[src/rtl/dot_tracker_pkg.sv]
// Shared types and defaults for the dot tracker.
package dot_tracker_pkg;

  localparam int NUM_DOTS_DEF     = 10;
  localparam int CLEAR_FRAMES_DEF = 60;
  localparam int SCORE_W          = 4;
  localparam int LEVEL_W          = 4;

  typedef enum logic [1:0] {
    ST_PLAY   = 2'd0,
    ST_CLEAR  = 2'd1,
    ST_REFILL = 2'd2
  } dot_state_e;

endpackage

[src/rtl/dot_popcount.sv]
// Combinational population count of a dot mask.
module dot_popcount #(
  parameter  int W  = 10,
  localparam int CW = $clog2(W + 1)
) (
  input  logic [W-1:0]  bits,
  output logic [CW-1:0] count
);

  // Ripple sum of the set bits; W is small so a plain adder chain is enough.
  always_comb begin
    count = '0;
    for (int i = 0; i < W; i++) count = count + CW'(bits[i]);
  end

endmodule

[src/rtl/dot_tracker.sv]
// Dot tracker: collects per-pixel eat requests during a frame and commits them
// on frame_start; runs the level-clear / refill sequence once every dot is gone.
module dot_tracker
  import dot_tracker_pkg::*;
#(
  parameter int NUM_DOTS     = NUM_DOTS_DEF,
  parameter int CLEAR_FRAMES = CLEAR_FRAMES_DEF
) (
  input  logic                Clk,
  input  logic                Reset,
  input  logic                frame_start,
  input  logic                restart,
  input  logic [NUM_DOTS-1:0] kill_10,
  output logic [NUM_DOTS-1:0] alive_10,
  output logic [SCORE_W-1:0]  score,
  output logic [LEVEL_W-1:0]  level,
  output logic                eat_pulse,
  output logic                level_clear
);

  localparam int CNT_W = $clog2(NUM_DOTS + 1);
  localparam int FC_W  = $clog2(CLEAR_FRAMES + 1);

  dot_state_e          state, state_nxt;
  logic [NUM_DOTS-1:0] pending;
  logic [NUM_DOTS-1:0] newly;
  logic                commit;
  logic [FC_W-1:0]     frame_cnt;
  logic [CNT_W-1:0]    eaten;
  logic [SCORE_W:0]    score_sum;
  logic [SCORE_W-1:0]  score_sat;
  logic                sync_rst;

  // restart behaves exactly like Reset and overrides everything else
  assign sync_rst = Reset | restart;

  dot_popcount #(.W(NUM_DOTS)) u_popcount (
    .bits  (newly),
    .count (eaten)
  );

  // Saturating score update; one extra bit catches the overflow
  always_comb begin
    score_sum = {1'b0, score} + (SCORE_W + 1)'(eaten);
    score_sat = score_sum[SCORE_W-1:0];
    if (score_sum > (SCORE_W + 1)'(NUM_DOTS)) score_sat = SCORE_W'(NUM_DOTS);
  end

  // State register
  always_ff @(posedge Clk) begin
    if (sync_rst) state <= ST_PLAY;
    else          state <= state_nxt;
  end

  // Next-state and commit decode; same-cycle kills join the commit
  always_comb begin
    state_nxt = state;
    commit    = 1'b0;
    newly     = '0;
    case (state)
      ST_PLAY: begin
        if (frame_start) begin
          commit = 1'b1;
          newly  = (pending | kill_10) & alive_10;
          if ((alive_10 & ~newly) == '0) state_nxt = ST_CLEAR;
        end
      end
      ST_CLEAR: begin
        if (frame_start && frame_cnt == FC_W'(CLEAR_FRAMES - 1)) state_nxt = ST_REFILL;
      end
      ST_REFILL: state_nxt = ST_PLAY;
      default:   state_nxt = ST_PLAY;
    endcase
  end

  // Dot mask, pending kills, score, level, frame counter and eat pulse
  always_ff @(posedge Clk) begin
    if (sync_rst) begin
      alive_10  <= '1;
      pending   <= '0;
      score     <= '0;
      level     <= '0;
      eat_pulse <= 1'b0;
      frame_cnt <= '0;
    end else begin
      eat_pulse <= 1'b0;
      case (state)
        ST_PLAY: begin
          if (commit) begin
            alive_10  <= alive_10 & ~newly;
            pending   <= '0;
            score     <= score_sat;
            eat_pulse <= |newly;
            if (state_nxt == ST_CLEAR) frame_cnt <= '0;
          end else begin
            // Only live dots are remembered, so repeats and dead dots vanish
            pending <= pending | (kill_10 & alive_10);
          end
        end
        ST_CLEAR: begin
          pending <= '0;
          if (frame_start) frame_cnt <= frame_cnt + FC_W'(1);
        end
        ST_REFILL: begin
          alive_10 <= '1;
          score    <= '0;
          level    <= level + LEVEL_W'(1);
          pending  <= '0;
        end
        default: pending <= '0;
      endcase
    end
  end

  assign level_clear = (state == ST_CLEAR);

endmodule

[config.mk]
export PLATFORM = sky130hd
export DESIGN_NAME = dot_tracker
export DESIGN_NICKNAME = d
export VERILOG_FILES = /design/src/rtl/dot_tracker_pkg.sv /design/src/rtl/dot_popcount.sv /design/src/rtl/dot_tracker.sv
export SDC_FILE = /design/constraint.sdc
export NUM_CORES = 1
export LEC_CHECK = 0
export CAP_MARGIN = 20
export CORE_ASPECT_RATIO = 1.75
export CORE_UTILIZATION = 55
export CTS_BUF_LIST = sky130_fd_sc_hd__clkbuf_4
export DETAILED_ROUTE_END_ITERATION = 8
export PLACE_DENSITY = 0.9
export REMOVE_ABC_BUFFERS = 1
export SETUP_SLACK_MARGIN = 0.15
export SLEW_MARGIN = 20
export SYNTH_ARGS = -nofsm -noshare
export SYNTH_HDL_FRONTEND = slang
export SYNTH_SLANG_ARGS = --single-unit
[constraint.sdc]
create_clock -name Clk -period 6.8 [get_ports Clk]
set_input_delay 1.7 -clock Clk [delete_from_list [all_inputs] [get_ports Clk]]
set_output_delay 1.7 -clock Clk [all_outputs]
set_load 0.02 [all_outputs]
* Yosys cells after proc, flatten, opt, wreduce, memory -nomap -nowiden
Cells that the tools add are included.
** Word-level totals
- Flip-flop bits (word level) :: 37
- Memories kept :: 0
- Latch bits :: 0
- Memory bits (read-only) :: 0
- RAM bits :: 0
- Bits of input ports :: 14
** Operators by class
- Shift operators :: 0
- Multiplexer cells :: 17
- $lt $le $gt $ge :: 1
- Bitwise gates (word level) :: 11
- Eq/ne operators :: 7
- Div/mod/pow operators :: 0
- Reductions and logical operators :: 10
- Multipliers :: 0
- $add $sub $neg :: 12
** Operators with widths (number)
- 10-bit AND :: 4
- 4-bit by 1-bit adder with 4-bit output :: 8
- 10-bit two-way mux :: 3
- 10-bit NOT :: 2
- 10-bit OR :: 2
- 10-bit one-hot mux with 2 select lines :: 1
- 6-bit two-way mux :: 3
- 6-bit one-hot mux with 2 select lines :: 1
- 10-bit logical NOT :: 1
- 10-bit OR reduction :: 1
- 4-bit two-way mux :: 2
- 4-bit one-hot mux with 2 select lines :: 1
- 6-bit by 1-bit adder with 6-bit output, second input constant :: 1
- 6-bit equality test, second input constant :: 1
- 2-bit two-way mux :: 3
- 2-bit != test, second input constant :: 3
- 3-bit OR reduction :: 2
- 4-bit by 4-bit adder with 5-bit output :: 1
- 5-bit by 4-bit > comparator with 1-bit output, second input constant :: 1
- 4-bit by 1-bit adder with 4-bit output, second input constant :: 1
- 2-bit by 1-bit equality test with 1-bit output, second input constant :: 2
- 2-bit one-hot mux with 2 select lines :: 1
- 4-bit AND reduction :: 1
- 2-bit nonzero test :: 2
- other kinds (8) :: 10

* Longest topological paths before layout
Gate-level depths: netlist (run 1).
- Depth after elaboration :: 18
- Mapped depth :: 19
- Gate-level depth less buffers :: 17

* By module
Synthesis (run 1) repeated with hierarchy kept, for this count alone.
** Unflattened totals
- Cells, all modules :: 226
- Area, all modules :: 1964.4 um^2
** By module, submodules not included
- dot_tracker :: instances 1, area each 1737.9 um^2, sequential area each 740.7 um^2, cells each 198
- dot_popcount :: instances 1, area each 226.5 um^2, sequential area each 0.0 um^2, cells each 28

* Least setup slack after synthesis (run 1)
No wires, ideal clock.
- Path type :: input-to-reg
- Start :: input port frame_start
- End :: register score[3]
- Arrival time :: 6.135 ns
- Stages :: 16
- Setup slack :: 0.548 ns
- Setup time :: 0.117 ns
- Cell sequence :: or3b_1 buf_4 nor2_1 nand2_1 ha_1 inv_1 fa_1 fa_1 fa_1 fa_1 fa_1 inv_1 fa_1 o31ai_1 o311ai_0 a32o_1
** On the way
- Word-level cells in the longest chain between the ends :: 16
- Elaborated cells between the ends (all ways) :: 20
- Those cells by class :: add/sub: 10; order compare: 1; eq/ne: 1; mux: 7; reduce/logical: 1
** RTL lines
- start: declaration :: line dot_tracker.sv:11 : input logic frame_start,
- 10-bit two-way mux :: line dot_tracker.sv:62 : if (frame_start) begin
- 10-bit two-way mux :: line dot_tracker.sv:60 : case (state)
- 1-bit by 1-bit adder with 2-bit output :: line dot_popcount.sv:13 : for (int i = 0; i < W; i++) count = count + CW'(bits[i]);
- 4-bit by 1-bit adder with 4-bit output (8 in a row) :: line dot_popcount.sv:13
- 4-bit by 4-bit adder with 5-bit output :: line dot_tracker.sv:44 : score_sum = {1'b0, score} + (SCORE_W + 1)'(eaten);
- 5-bit by 4-bit > comparator with 1-bit output :: line dot_tracker.sv:46 : if (score_sum > (SCORE_W + 1)'(NUM_DOTS)) score_sat = SCORE_W'(NUM_DOTS);
- 4-bit two-way mux :: line dot_tracker.sv:46
- 4-bit two-way mux :: line dot_tracker.sv:89 : if (commit) begin
- 4-bit one-hot mux with 2 select lines :: line dot_tracker.sv:87 : case (state)
- end signal: assignment :: line dot_tracker.sv:92 : score <= score_sat;
- end: declaration :: line dot_tracker.sv:15 : output logic [SCORE_W-1:0] score,
Parallel ways exist; a longest one is shown, timed or not. The select of a mux whose other input is x is not followed.
A chain may end at the register's enable or synchronous reset.

* Worst setup path in the final report (run 1)
- Start :: input port frame_start
- End :: register score[0]
Same word-level chain as after synthesis.

==> results of run 1 <==
-- registers in the layout, summed over array words and instances (netlist names) --
name and flops:
state 2, pending 10, eat_pulse 1, score 4, frame_cnt 6, alive_10 10
level 4
-- logic make-up (layout without fill, tap and decap cells) --
group,Yosys count,in the layout
flip-flops,37,37
XOR/XNOR,5,5
AO/OA/AOI/OAI,50,50
AND/OR/NAND/NOR,104,104
multiplexers,3,3
adder cells (fa/ha/maj),19,19
buffers and inverters,21,60
-- synth_stat cells, drive strengths merged, types with 2 or more instances --
cell,number
dfxtp,37
nor2,35
o21ai,17
nand2,16
a21oi,13
inv,13
ha,12
nand3b,8
nor3b,8
fa,7
nand3,7
and3,6
clkbuf,6
nand4,5
nor2b,5
nor4,5
xor2,4
a31oi,3
mux2i,3
nor3,3
a2111oi,2
buf,2
o211ai,2
or2,2
-- per-stage QoR --
stage                     power (mW)  utilization [%]
after detailed placement      0.4021            67.97
after global routing          0.5532            69.69
after floorplan               0.3464                -
after CTS                     0.5231            69.62
after global placement        0.3974            67.97
final                         0.5237            69.69
-- power by group through the flow --
stage	Clock [mW]	Combinational [mW]	Sequential, mW
2_1_floorplan	0	0.102	0.244
3_3_place_gp	0	0.160	0.238
3_5_place_dp	0	0.164	0.238
4_1_cts	0.124	0.166	0.233
5_1_grt	0.132	0.187	0.234
6_report	0.125	0.166	0.233
-- area by class of cell --
| type | count | area share [%] |
|---|---|---|
| Multi-Input combinational cell | 181 | 49.28 |
| Tap cell | 46 | 2.276 |
| Clock buffer | 8 | 2.375 |
| Inverter | 13 | 1.930 |
| Timing Repair Buffer | 39 | 14.84 |
| Sequential cell | 37 | 29.29 |
-- final timing paths --
path               start  cells after the start         end
max          frame_start                     18    score[0]
min           pending[8]                      2  pending[8]
max reg2reg     state[1]                     17    score[0]
min reg2reg   pending[8]                      2  pending[8]
-- routing by layer --
layer	part of all wire [%]	GRT usage (%)	wire length, um	up-vias
met5	0	0	0	-
met4	2.4	13.37	112	0
met2	54	44.05	2473	52
met1	39	26.25	1807	877
met3	4.7	5.495	215	12
li1	-	-	-	922
-- worst reg2reg max path: stages, from the launching register on --
cell and delay (ns):
dfxtp_1 0.41, or3b_4 0.46, nor2_1 0.12, nand2_1 0.08, ha_1 0.30, inv_1 0.07
fa_1 0.44, fa_1 0.53, fa_1 0.43, fa_1 0.42, fa_1 0.49, inv_1 0.06
fa_1 0.41, buf_4 0.17, a211o_1 0.26, o21ai_0 0.08, nand4_1 0.12, o211ai_1 0.12
-- timing repair --
item	in CTS	in global routing
gates resized for setup	0	2
hold buffers	0	0
setup endpoints to repair	0	3
setup buffers	0	0
==> impl_metrics.env, run 1 <==
export IMPL_status="complete, no violations"
export IMPL_tns_ns=0
export IMPL_ant_nets=0
export IMPL_clock_sinks=37
export IMPL_htree_num_levels=2
export IMPL_r2r_setup_slack_ns=1.78
export IMPL_num_rows=29
export IMPL_hold_class="reg2reg"
export IMPL_antenna_cells=0
export IMPL_setup_violations=0
export IMPL_syn_to_final_growth_pct=21.89
export IMPL_die_x_um=48.43
export IMPL_finalCritPeriodShare_pct=94.44
export IMPL_ios=34
export IMPL_grt_pass1_vias=1801
export IMPL_power_density_nw_per_um2=207.1
export IMPL_finalHoldViolations=0
export IMPL_cp_common_cell="fa_1"
export IMPL_worst_ep_arrival_time_ns=6.69
export IMPL_p_sw_mw=0.1696
export IMPL_postSynth_asyncResetShare_pct=0
export IMPL_leakage_nw=1.055
export IMPL_p_comb_share_pct=31.8
export IMPL_drive_gt1_share_pct=7.554
export IMPL_path_delay_family="adder cells"
export IMPL_multi_input_area_um2=1246
export IMPL_layout_common_cells="dfxtp_1, nor2_1, clkdlybuf4s50_1"
export IMPL_dp_cells=316
export IMPL_grt_pass1_wl_um=7748
export IMPL_tightest_slew_ns=0.9111
export IMPL_crit_path_end_kind="flop"
export IMPL_pre_cts_ws_ns=-0.01216
export IMPL_cts_root_buf="clkbuf_4"
export IMPL_initial_core_util_pct=57.17
export IMPL_p_seq_share_pct=44.4
export IMPL_io_buffers=33
export IMPL_peakVddDrop_uv=209.9
export IMPL_drc_errors=0
export IMPL_clock_fmax_mhz=155.7
export IMPL_layout_setup_ws_ns=0.3778
export IMPL_final_cell_area_um2=2529
export IMPL_final_cells=324
export IMPL_worst_path_buf_inv=4
export IMPL_yosys_top_cells_area="dfxtp_1, ha_1, fa_1"
export IMPL_synth_ff_type="dfxtp_1"
export IMPL_antenna_found_initial=0
export IMPL_coreArea_um2=3628
export IMPL_p_int_mw=0.3541
export IMPL_dr_total_vias=1863
export IMPL_drv_cap=0
export IMPL_cpPeakStageDelay_ns=0.53
export IMPL_place_gp_congestion=0.9878
export IMPL_cts_tree="yes"
export IMPL_clk_pin_slew_worst_paths_ns=0.10
export IMPL_synth_cell_area_um2=2074
export IMPL_n_fill_cell=291
export IMPL_clk_latency_ns=0.35
export IMPL_vias_per_cell=5.750
export IMPL_clkPwrFrac_pct=23.8
export IMPL_placed_cell_area_um2=2466
export IMPL_dp_hpwl_um=3549
export IMPL_cp_start_kind="input pin"
export IMPL_holdWs_ns=0.4779
export IMPL_numCtsBuffers=5
export IMPL_synth_warnings=0
export IMPL_drt_iter0_drc=35
export IMPL_grtUsageTotal_pct=24.68
export IMPL_wl_um=4609
export IMPL_avgSynthCellArea_um2=8.680
export IMPL_synth_edff_count=0
export IMPL_die_y_um=83.25
export IMPL_min_period_ns=6.422
export IMPL_yosys_area_share_adder_pct=13.99
export IMPL_maxSlewHeadroom_pct=39.03
export IMPL_die_area_um2=4031
export IMPL_grt_max_degree=16
export IMPL_synth_simple_area_share_pct=27.08
export IMPL_synth_top_area_share_pct=35.71
export IMPL_crit_path_cell_trace="clkdlybuf4s50_1, or3b_4, nor2_1, nand2_1, ha_1, inv_1, fa_1, fa_1, fa_1, fa_1, fa_1, inv_1, fa_1, buf_4, a211o_1, o21ai_0, nand4_1, o211ai_1"
export IMPL_synth_seq_cells=37
export IMPL_crit_required_ns=7.07
export IMPL_layout_commonest_cell="dfxtp_1"
export IMPL_seq_area_frac_synth_pct=35.71
export IMPL_fin_nets=310
export IMPL_synth_top_family_by_area="simple AND/OR/NAND/NOR gates"
export IMPL_ctsLongestPathBuffers=2
export IMPL_muxShareOfSynthArea_pct=1.448
export IMPL_wl_per_cell_um=14.23
export IMPL_synth_cells=239
export IMPL_swShare_pct=32.38
export IMPL_drtPass1Iterations=4
export IMPL_regArea_um2=740.7
export IMPL_path_class="in2reg"
export IMPL_yosysTopAreaCell="dfxtp_1"
export IMPL_slowest_stage="fa_1"
export IMPL_synthXorXnorAreaFrac_pct=2.111
export IMPL_rsz0062_at_grt="false"
export IMPL_synth_compound_area_share_pct=15.32
export IMPL_overflow=0
export IMPL_synth_cell_types=47
export IMPL_slew_viol_final=0
export IMPL_skew_ns=0.01181
export IMPL_path_max_fanout=6
Power figures use the tool's default switching activity.
==> run 2, diff against run 1 <==
- ABC_CLOCK_PERIOD_IN_PS: not set -> 6800
==> results of run 2 <==
Final layout, timing and power as in run 1 (identical DEF).
==> run 3, diff against run 2 <==
==> constraint.sdc (replaced) <==
create_clock -name Clk -period 6.8 [get_ports Clk]
set_input_delay 1.7 -clock Clk [delete_from_list [all_inputs] [get_ports Clk]]
set_output_delay 1.7 -clock Clk [all_outputs]
set_load 0.01 [all_outputs]
==> results of run 3 <==
The final DEF is identical to that of run 1. Status: complete, no violations.
Among the figures that moved: total power 0.5237 mW -> 0.5189 mW; worst IR drop on VDD 209.9 uV -> 207.5 uV
